`src/rtl/capture_dump.sv`:
```
// Purpose: read the 512-entry circular trace RAM oldest-first after a capture and stream it to the host transmitter.
// Latency: request accepted at edge 0 -> en in cycle 1 -> send_dump from cycle 3; 3 cycles per sample at full rate.
// Backpressure: send_dump/dump_data held while dump_ready is low; no RAM read is issued until the sample is taken.
module capture_dump #(
    parameter int ADDR_W = 9,
    parameter int DATA_W = 8
) (
    input  logic              clk,
    input  logic              rst_n,
    input  logic              start_dump,
    input  logic              capture_done,
    input  logic [ADDR_W-1:0] trace_end,
    input  logic [DATA_W-1:0] rdata,
    input  logic              dump_ready,
    output logic              en,
    output logic [ADDR_W-1:0] addr,
    output logic [DATA_W-1:0] dump_data,
    output logic              send_dump,
    output logic              dump_finished,
    output logic              clr_capture_done,
    output logic              busy
);

    typedef enum logic [2:0] {
        IDLE = 3'd0,
        READ = 3'd1,
        WAIT = 3'd2,
        SEND = 3'd3,
        DONE = 3'd4
    } state_t;

    localparam logic [ADDR_W-1:0] LAST_CNT = '1;

    state_t            state;
    logic [ADDR_W-1:0] rd_addr;
    logic [ADDR_W-1:0] cnt;

    // The read address is always the current pointer; en alone qualifies it.
    assign addr = rd_addr;

    // Dump sequencer: all outputs registered, en raised on entry to READ so it is high for exactly that cycle.
    always_ff @(posedge clk) begin
        if (!rst_n) begin
            state            <= IDLE;
            en               <= 1'b0;
            send_dump        <= 1'b0;
            dump_finished    <= 1'b0;
            clr_capture_done <= 1'b0;
            busy             <= 1'b0;
            dump_data        <= '0;
            rd_addr          <= '0;
            cnt              <= '0;
        end else begin
            en               <= 1'b0;
            dump_finished    <= 1'b0;
            clr_capture_done <= 1'b0;
            case (state)
                IDLE: begin
                    // The oldest sample sits just after the newest one in the circular buffer.
                    if (start_dump && capture_done) begin
                        rd_addr <= trace_end + 1'b1;
                        cnt     <= '0;
                        en      <= 1'b1;
                        busy    <= 1'b1;
                        state   <= READ;
                    end
                end
                READ: begin
                    state <= WAIT;
                end
                WAIT: begin
                    dump_data <= rdata;
                    send_dump <= 1'b1;
                    state     <= SEND;
                end
                SEND: begin
                    if (send_dump && dump_ready) begin
                        send_dump <= 1'b0;
                        if (cnt == LAST_CNT) begin
                            dump_finished    <= 1'b1;
                            clr_capture_done <= 1'b1;
                            state            <= DONE;
                        end else begin
                            cnt     <= cnt + 1'b1;
                            rd_addr <= rd_addr + 1'b1;
                            en      <= 1'b1;
                            state   <= READ;
                        end
                    end
                end
                DONE: begin
                    busy  <= 1'b0;
                    state <= IDLE;
                end
                default: begin
                    send_dump <= 1'b0;
                    busy      <= 1'b0;
                    state     <= IDLE;
                end
            endcase
        end
    end

endmodule

```
`config.mk`:
```
export PLATFORM = sky130hd
export DESIGN_NAME = capture_dump
export DESIGN_NICKNAME = d
export VERILOG_FILES = /design/src/rtl/capture_dump.sv
export SDC_FILE = /design/constraint.sdc
export NUM_CORES = 1
export LEC_CHECK = 0
export ABC_AREA = 1
export CORE_UTILIZATION = 46
export CTS_BUF_LIST = sky130_fd_sc_hd__clkbuf_4
export DETAILED_ROUTE_END_ITERATION = 6
export PLACE_DENSITY = 0.75
export SETUP_SLACK_MARGIN = 0.1
export SYNTH_ARGS = -nofsm -noshare
export SYNTH_HDL_FRONTEND = slang
export SYNTH_SLANG_ARGS = --single-unit
export TNS_END_PERCENT = 1
```
`constraint.sdc`:
```
create_clock -name clk -period 2 [get_ports clk]
set_input_delay 0.4 -clock clk [delete_from_list [all_inputs] [get_ports clk]]
set_output_delay 0.4 -clock clk [all_outputs]
set_load 0.02 [all_outputs]
```
Word level (Yosys, flattened, before mapping)
Cells that the tools add are included.
W data, S select, Z words.
{"block": "totals", "register_bits": 33, "in_bits": 22, "out_inout_bits": 22, "wordCells": 53}
{"block": "classes", "n_addsub": 3, "eq_ne": 8, "muxes": 21, "bitwise_logic": 2, "reduce_logical": 11}
{"op": "$mux W9", "count": 6}
{"op": "$pmux W9 S2", "count": 2}
{"op": "$add A9 B1 Y9 const B", "count": 3}
{"op": "$pmux W3 S4", "count": 1}
{"op": "$eq A9 B9 Y1 const B", "count": 1}
{"op": "$mux W3", "count": 3}
{"op": "$eq A3 B2 Y1 const B", "count": 2}
{"op": "$mux W1", "count": 6}
{"op": "$ne A2 B2 Y1 const B", "count": 3}
{"op": "$reduce_and A2 Y1", "count": 3}
{"op": "$reduce_or A3 Y1", "count": 2}
{"op": "$pmux W1 S2", "count": 2}
{"op": "$reduce_and A4 Y1", "count": 1}
{"op": "$eq A3 B1 Y1 const B", "count": 1}
{"op": "$eq A3 B3 Y1 const B", "count": 1}
{"op": "$logic_not A3 Y1", "count": 1}
{"op": "$pmux W1 S3", "count": 1}
{"op": "$reduce_and A3 Y1", "count": 1}
{"op": "$logic_and A1 B1 Y1", "count": 2}
{"op": "$not A1 Y1", "count": 2}
{"op": "$reduce_bool A2 Y1", "count": 1}

Longest topological paths before layout
{"block": "depth", "depth_word": 4, "mapped_depth": 14, "ltp_nobuf": 13}

Worst setup path after synthesis
OpenSTA, ideal clock, no wires.
{"block": "synth_timing", "path_kind": "reg2reg", "from": "reg cnt[0]", "to": "reg rd_addr[8], in the netlist addr[8]", "setup_ps": 109, "t_arrival_ps": 1704, "t_required_ps": 1891, "path_slack_ps": 187, "stages_incl_launch_ff": 15, "n_path_buf": 1, "period_less_slack_ps": 1813, "path_cell_list": "dfxtp_1 -> ha_1 -> nand2_1 -> inv_1 -> nand2_1 -> nor4_1 -> ha_1 -> nor2_1 -> nand2_1 -> nand2_4 -> buf_8 -> o21ai_0 -> inv_1 -> nand2_1 -> inv_1"}
{"block": "synth_via", "elab_chain_len": 3}
{"element": "from (decl)", "line": "36", "source": "logic [ADDR_W-1:0] cnt;"}
{"element": "from (signal assigned)", "line": "84", "source": "cnt <= cnt + 1'b1;"}
{"element": "$eq A9 B9 Y1", "line": "79", "source": "if (cnt == LAST_CNT) begin"}
{"element": "$ne A2 B2 Y1 (no line)"}
{"element": "$reduce_and A4 Y1 (no line)"}
{"element": "to (signal assigned)", "line": "61", "source": "rd_addr <= trace_end + 1'b1;"}
{"element": "to (signal assigned)", "line": "85", "source": "rd_addr <= rd_addr + 1'b1;"}
{"element": "to (decl)", "line": "35", "source": "logic [ADDR_W-1:0] rd_addr;"}
Every way passes these cells.
A chain may end at the register's enable or synchronous reset.

Worst setup path after layout
{"block": "layout_timing", "from": "reg cnt[0]", "to": "reg rd_addr[7], in the netlist addr[7]"}
The elaborated chain is that of the path after synthesis.

==> flow_metrics.env <==
export IMPL_run_status="finished clean"
export IMPL_leakagePower_nw=1.09
export IMPL_fp_row_count=22
export IMPL_grt_pass1_wl_um=7040
export IMPL_cp_required_ps=2250
export IMPL_power_frac_seq_pct=42.8
export IMPL_rr_startpoint="cnt[0]"
export IMPL_final_min_clock_period_ps=1900
export IMPL_internal_power_w=0.00117
export IMPL_layout_drive_gt1_share_pct=23.1
export IMPL_swShare_pct=36.3
export IMPL_grt_max_degree=11
export IMPL_clk_pin_slew_worst_paths_ps=100
export IMPL_cp_end_kind="flop"
export IMPL_vias=1760
export IMPL_hold_viol=0
export IMPL_fin_skew_ps=13.2
export IMPL_gp_congestion=0.842
export IMPL_synth_edf_count=0
export IMPL_portBuffers=43
export IMPL_min_from="cnt[4]"
export IMPL_hold_buffers=0
export IMPL_routedWlPerCell_um=12.2
export IMPL_max_clock_freq_mhz=528
export IMPL_syn_area_sq_um=1790
export IMPL_coreArea_sq_um=3690
export IMPL_avgViaCountPerCell=5.07
export IMPL_setup_viol_count_final=0
export IMPL_syn_avg_cell_area_sq_um=7.43
export IMPL_critPathMaxStageDelay_ps=380
export IMPL_num_fill_cells=333
export IMPL_combPwrFrac_pct=36.6
export IMPL_die_h_um=64.4
export IMPL_numCtsBuffers=5
export IMPL_die_x_um=64.4
export IMPL_ys_seq_area_share_pct=36.9
export IMPL_syn_to_final_growth_pct=37.7
export IMPL_route_detailed_drc=0
export IMPL_rr_endpoint="addr[7]"
export IMPL_tritoncts="yes"
export IMPL_synthCells=241
export IMPL_worst_slack_ps=105
export IMPL_cts_htree_levels=2
export IMPL_drtAntennaViolNets=0
export IMPL_cp_max_fo=10
export IMPL_startpoint_type="flop"
export IMPL_reg2reg_slack_ps=100
export IMPL_start_util_pct=48.5
export IMPL_io_pins=44
export IMPL_min_path_type="reg2reg"
export IMPL_dp_final_hpwl_um=3030
export IMPL_drv_cap=0
export IMPL_antenna_cells=0
export IMPL_clock_path_buffers=2
export IMPL_worstMarginPinSlew_ps=357
export IMPL_arrival_ps=2140
export IMPL_synthArstFlopShare_pct=0
export IMPL_drt_iter0_drc=80
export IMPL_design_die_area_sq_um=4150
export IMPL_maxSlewHeadroom_pct=76.1
export IMPL_drt_first_pass_iters=4
export IMPL_root_buffer="clkbuf_4"
export IMPL_synth_seq_cells=33
export IMPL_fin_total_pwr_w=0.00184
export IMPL_switchingPower_w=0.000668
export IMPL_min_to="cnt[4]"
export IMPL_peakVddDrop_v=0.000710
export IMPL_critical_path_cell_chain="ha_4 > nand2_2 > inv_2 > nand2_4 > nor4_4 > ha_2 > nor2_4 > nand2_4 > nand2_2 > o21ai_0 > nor2_1"
export IMPL_slew_violations=0
export IMPL_worst_r2r_path_depth=11
export IMPL_clkPwrFrac_pct=20.6
export IMPL_insertion_delay_ps=350
export IMPL_cpMaxStageDelayCell="dfxtp_4"
export IMPL_synth_ff_type="dfxtp_1"
export IMPL_track_usage_pct=21.9
export IMPL_fin_nets=323
export IMPL_critPathKind="reg2reg"
export IMPL_rsz0062_at_grt="yes"
export IMPL_synth_fp_nets=266
export IMPL_overflow=0
export IMPL_whs_ps=450
export IMPL_yosys_warnings=0
export IMPL_first_global_vias=1619
export IMPL_wirelength_um=4240
export IMPL_dp_slack_ps=23.4
export IMPL_whs_path_depth=2
export IMPL_setup_tns_ps=0
export IMPL_clock_sinks=33
export IMPL_power_density_nw_per_um2=747
export IMPL_period_share_pct=94.8
export IMPL_synth_distinct_cells=35
export IMPL_antenna_found_initial=0
[cell usage in the layout, fill, tap and decap left out, types with 12 or more instances in the layout]
cell             netlist  layout
a21oi_1               16      16
dfxtp_1               33      31
nand2_1               37      34
buf_4                  1      13
nand3_1               14      14
inv_1                 24      23
o21ai_0               20      15
nor2_1                34      33
nand2_4               10      12
clkdlybuf4s50_1        0      43
[per-layer routing]
metal  share of wire [%]  GRT usage [%]  vias to the layer above
met4                 1.0           8.06                        0
met5                   0              0                        -
met1                  45           26.4                      804
li1                    -              -                      907
met3                 5.1           6.61                        7
met2                  49           36.4                       42
[sequential cells by signal, indices dropped and copies added, names as in the netlist]
| signal | flops |
|---|---|
| busy | 1 |
| addr | 9 |
| dump_data | 8 |
| en | 1 |
| state | 3 |
| send_dump | 1 |
| clr_capture_done | 1 |
| cnt | 9 |
[repair_timing]
action | in CTS | in global routing
endpoints found under the setup margin | 4 | 18
gates resized for setup | 4 | 28
pin swaps | 1 | 6
setup buffers | 0 | 1
gates cloned | 1 | 1
[cell type report]
| class | count | area [sq um] | share of cell area [%] |
|---|---|---|---|
| Tap cell | 48 | 60.1 | 2.44 |
| Clock buffer | 6 | 45.0 | 1.83 |
| Clock inverter | 2 | 10.0 | 0.406 |
| Sequential cell | 33 | 668 | 27.1 |
| Inverter | 30 | 123 | 4.97 |
| Multi-Input combinational cell | 172 | 1030 | 41.8 |
| Timing Repair Buffer | 56 | 528 | 21.4 |
[synth_stat cells (2+ instances only)]
master	instances	area, sq um
nand2_1	37	139
nor2_1	34	128
dfxtp_1	33	661
inv_1	24	90.1
o21ai_0	20	100
a21oi_1	16	80.1
nand3_1	14	70.1
nand2_4	10	113
nand4_1	6	37.5
nand2_2	5	31.3
inv_2	4	15.0
nor2_2	4	25.0
buf_6	3	33.8
ha_1	3	37.5
nor2_4	3	33.8
o21ai_1	3	15.0
nand3_2	2	20.0
nor3_1	2	10.0
or2_2	2	12.5
[cell families after synthesis]
logic type / after synthesis / synth area share [%]
buffers and inverters: 38 / 11.2
and+or+nand+nor: 122 / 36.3
adders and majority gates: 3 / 2.10
xor gates and xnor gates: 1 / 0.489
DFF: 33 / 36.9
AOI/OAI and AO/OA: 44 / 13.0
[metrics by stage]
step                      cells  util (%)  cell area [sq um]
final                       347      66.8               2460
after global routing        347      66.8               2460
after global placement      336      62.0               2290
after CTS                   345      64.0               2360
after floorplan             241         -               1790
after detailed placement    336      62.0               2290
[worst max path at each step]
| stage | start | to | slack [ps] |
|---|---|---|---|
| CTS | cnt[1] | addr[4] | 130 |
| global placement | cnt[0] | addr[4] | 110 |
| finish | cnt[0] | addr[7] | 100 |
| floorplan | cnt[0] | addr[8] | 190 |
| global route | cnt[0] | addr[7] | 20 |
| detailed placement | cnt[0] | addr[4] | 20 |
[power groups by stage]
stage / Clock (W) / Combinational (W) / Sequential (W)
5_1_grt: 0.000415 / 0.000734 / 0.000798
3_5_place_dp: 0 / 0.000638 / 0.000803
4_1_cts: 0.000393 / 0.000647 / 0.000789
6_report: 0.000380 / 0.000673 / 0.000788
2_1_floorplan: 0 / 0.000333 / 0.000869
3_3_place_gp: 0 / 0.000629 / 0.000802
[critical path, delay by kind of cell (launching register included)]
family | cells | cell delay, ps
AND/OR/NAND/NOR | 7 | 760
AO/OA/AOI/OAI | 1 | 200
adder cells (fa/ha/maj) | 2 | 370
buffers and inverters | 1 | 70
flip-flops | 1 | 380
Power figures use the tool's default switching activity.
==> edit, RTL diff (same flow settings) <==
Reset style: asynchronous (`rst_n`), changed in one clocked block.
--- a/src/rtl/capture_dump.sv
+++ b/src/rtl/capture_dump.sv
@@ -41,3 +41,3 @@
     // Dump sequencer: all outputs registered, en raised on entry to READ so it is high for exactly that cycle.
-    always_ff @(posedge clk) begin
+    always_ff @(posedge clk or negedge rst_n) begin
         if (!rst_n) begin
Function: differs if rst_n is asserted again (counterexample within 4 cycles, from zero or initial values and one cycle with rst_n low); with rst_n held inactive, the same outputs for 10 cycles.
==> edit against the original RTL <==
- routed wire length shrank 2.1%
- worst setup slack got worse by 1.4 ps
- design area grew 3.9%
- synthesized area grew 3.6%
- sequential cell count is the same
- critical path depth is 1 higher
- highest routed layer unchanged
Power is not compared: it rests on default switching activity, and its combinational part moved more than twofold at a synthesized area within 25%.
==> edit: results (changes against the original RTL) <==
stage;metric;value;unit;change
timing;measured slew at the worst slew-check pin;409;ps;was 357 ps
cts;total setup buffers inserted after CTS;7;;was 0
detailed_routing;Routed WL;4.15;mm;was 4.24 mm
cts;total CTS buffers;5;;unchanged
grt;Global Route Usage Sum;0.217;;was 0.219
hold_path;Worst Hold Class;input port to asynchronous set/reset pin;;was flop to flop
logic_synthesis;ranking of synthesized cells by instance count;sky130_fd_sc_hd__nand2_1 (52), sky130_fd_sc_hd__dfrtp_1 (33), sky130_fd_sc_hd__nor2_1 (15);;was sky130_fd_sc_hd__nand2_1 (37), sky130_fd_sc_hd__nor2_1 (34), sky130_fd_sc_hd__dfxtp_1 (33)
layout;nonclk inv count;16;;was 30
logic_synthesis;largest cells by area after synthesis;sky130_fd_sc_hd__dfrtp_1 (45%), sky130_fd_sc_hd__nand2_1 (11%), sky130_fd_sc_hd__nand2_4 (6.1%), sky130_fd_sc_hd__mux2_2 (4.9%), sky130_fd_sc_hd__nor2_1 (3.0%);;was sky130_fd_sc_hd__dfxtp_1 (37%), sky130_fd_sc_hd__nand2_1 (7.8%), sky130_fd_sc_hd__nor2_1 (7.1%), sky130_fd_sc_hd__nand2_4 (6.3%), sky130_fd_sc_hd__o21ai_0 (5.6%)
cts;latest clock arrival within the worst-skew pair;330;ps;was 350 ps
grt;GRT met3 Usage;0.0486;;was 0.0661
placement;gp weighted congestion;1.02;;was 0.842
critical_path;arrival time reported for the critical path endpoint;2120;ps;was 2140 ps
detailed_routing;met2 wire length;2.05;mm;was 2.06 mm
layout;count of multi-input combinational gates;151;;was 172
layout;final cell utilization of the core;0.679;;was 0.668
grt;maximum number of pins on one net before global-route repair;34;;was 11
floorplan;Core Box Area;3770;um^2;was 3690 um^2
detailed_routing;routed metal-1 wirelength;1.95;mm;was 1.92 mm
grt;wire length of the first global-routing pass;6.96;mm;was 7.04 mm
layout;fraction of standard cell area that is sequential;0.323;;was 0.271
logic_synthesis;distinct cell type count after synthesis;29;;was 35
layout;number of sequential storage elements;33;;unchanged
placement;area post-placement;2370;um^2;was 2290 um^2
cts;Resized Gates After CTS;8;;was 4
timing;final-layout worst hold slack;466;ps;was 450 ps
critical_path;r2r worst-path depth;12;;was 11
grt;met1 Resource Use GR;0.287;;was 0.264
placement;worst slack after detailed placement;-50.5;ps;was 23.4 ps
detailed_routing;detailed router's first-iteration violation count;65;;was 80
timing;setup clock skew after layout;9.24;ps;was 13.2 ps
grt;vias in the first global route;1524;;was 1619
critical_path;reg-to-reg critical path endpoint;addr[7];;unchanged
layout;share of layout cells above drive strength 1;0.300;;was 0.231
timing;Max Freq;527;MHz;was 528 MHz
layout;fraction of area in multi-input gates;0.365;;was 0.418
logic_synthesis;dominant cell type by area after synthesis;sky130_fd_sc_hd__dfrtp_1;;was sky130_fd_sc_hd__dfxtp_1
layout;Clock-cell share;0.0191;;was 0.0223
logic_synthesis;Avg Synthesized Cell Area;9.00;um^2;was 7.43 um^2
detailed_routing;drt wl/cell;12.9;um;was 12.2 um
placement;post-DP HPWL;3.03;mm;about the same
run_status;outcome;completed;;unchanged
detailed_routing;vias post-DR;1613;;was 1760
edit: cell types whose count changed after synthesis, sizes merged, moves of 8 or more:
cell | before | now
nand2 | 52 | 69
o21ai | 24 | 11
a21oi | 16 | 8
dfxtp | 33 | 0
dfrtp | 0 | 33
mux2 | 0 | 8
inv | 29 | 16
nor2 | 41 | 22
edit: worst max path at each step:
stage	startpoint	to	cells after the start
2_1_floorplan	cnt[0]	addr[4]	13
3_3_place_gp	cnt[1]	addr[4]	12
3_5_place_dp	cnt[1]	addr[7]	13
4_1_cts	cnt[1]	addr[7]	13
5_1_grt	cnt[1]	addr[7]	12
6_report	cnt[1]	addr[7]	12
edit: kinds of logic (layout without fill, tap and decap cells):
group | Yosys count | after routing | synth area share
buffers and inverters | 22 | 89 | 0.0695
DFF | 33 | 33 | 0.445
xor gates and xnor gates | 3 | 3 | 0.0142
muxes | 8 | 8 | 0.0486
and+or+nand+nor | 115 | 115 | 0.337
AOI/OAI and AO/OA | 22 | 22 | 0.0655
adders and majority gates | 3 | 3 | 0.0202
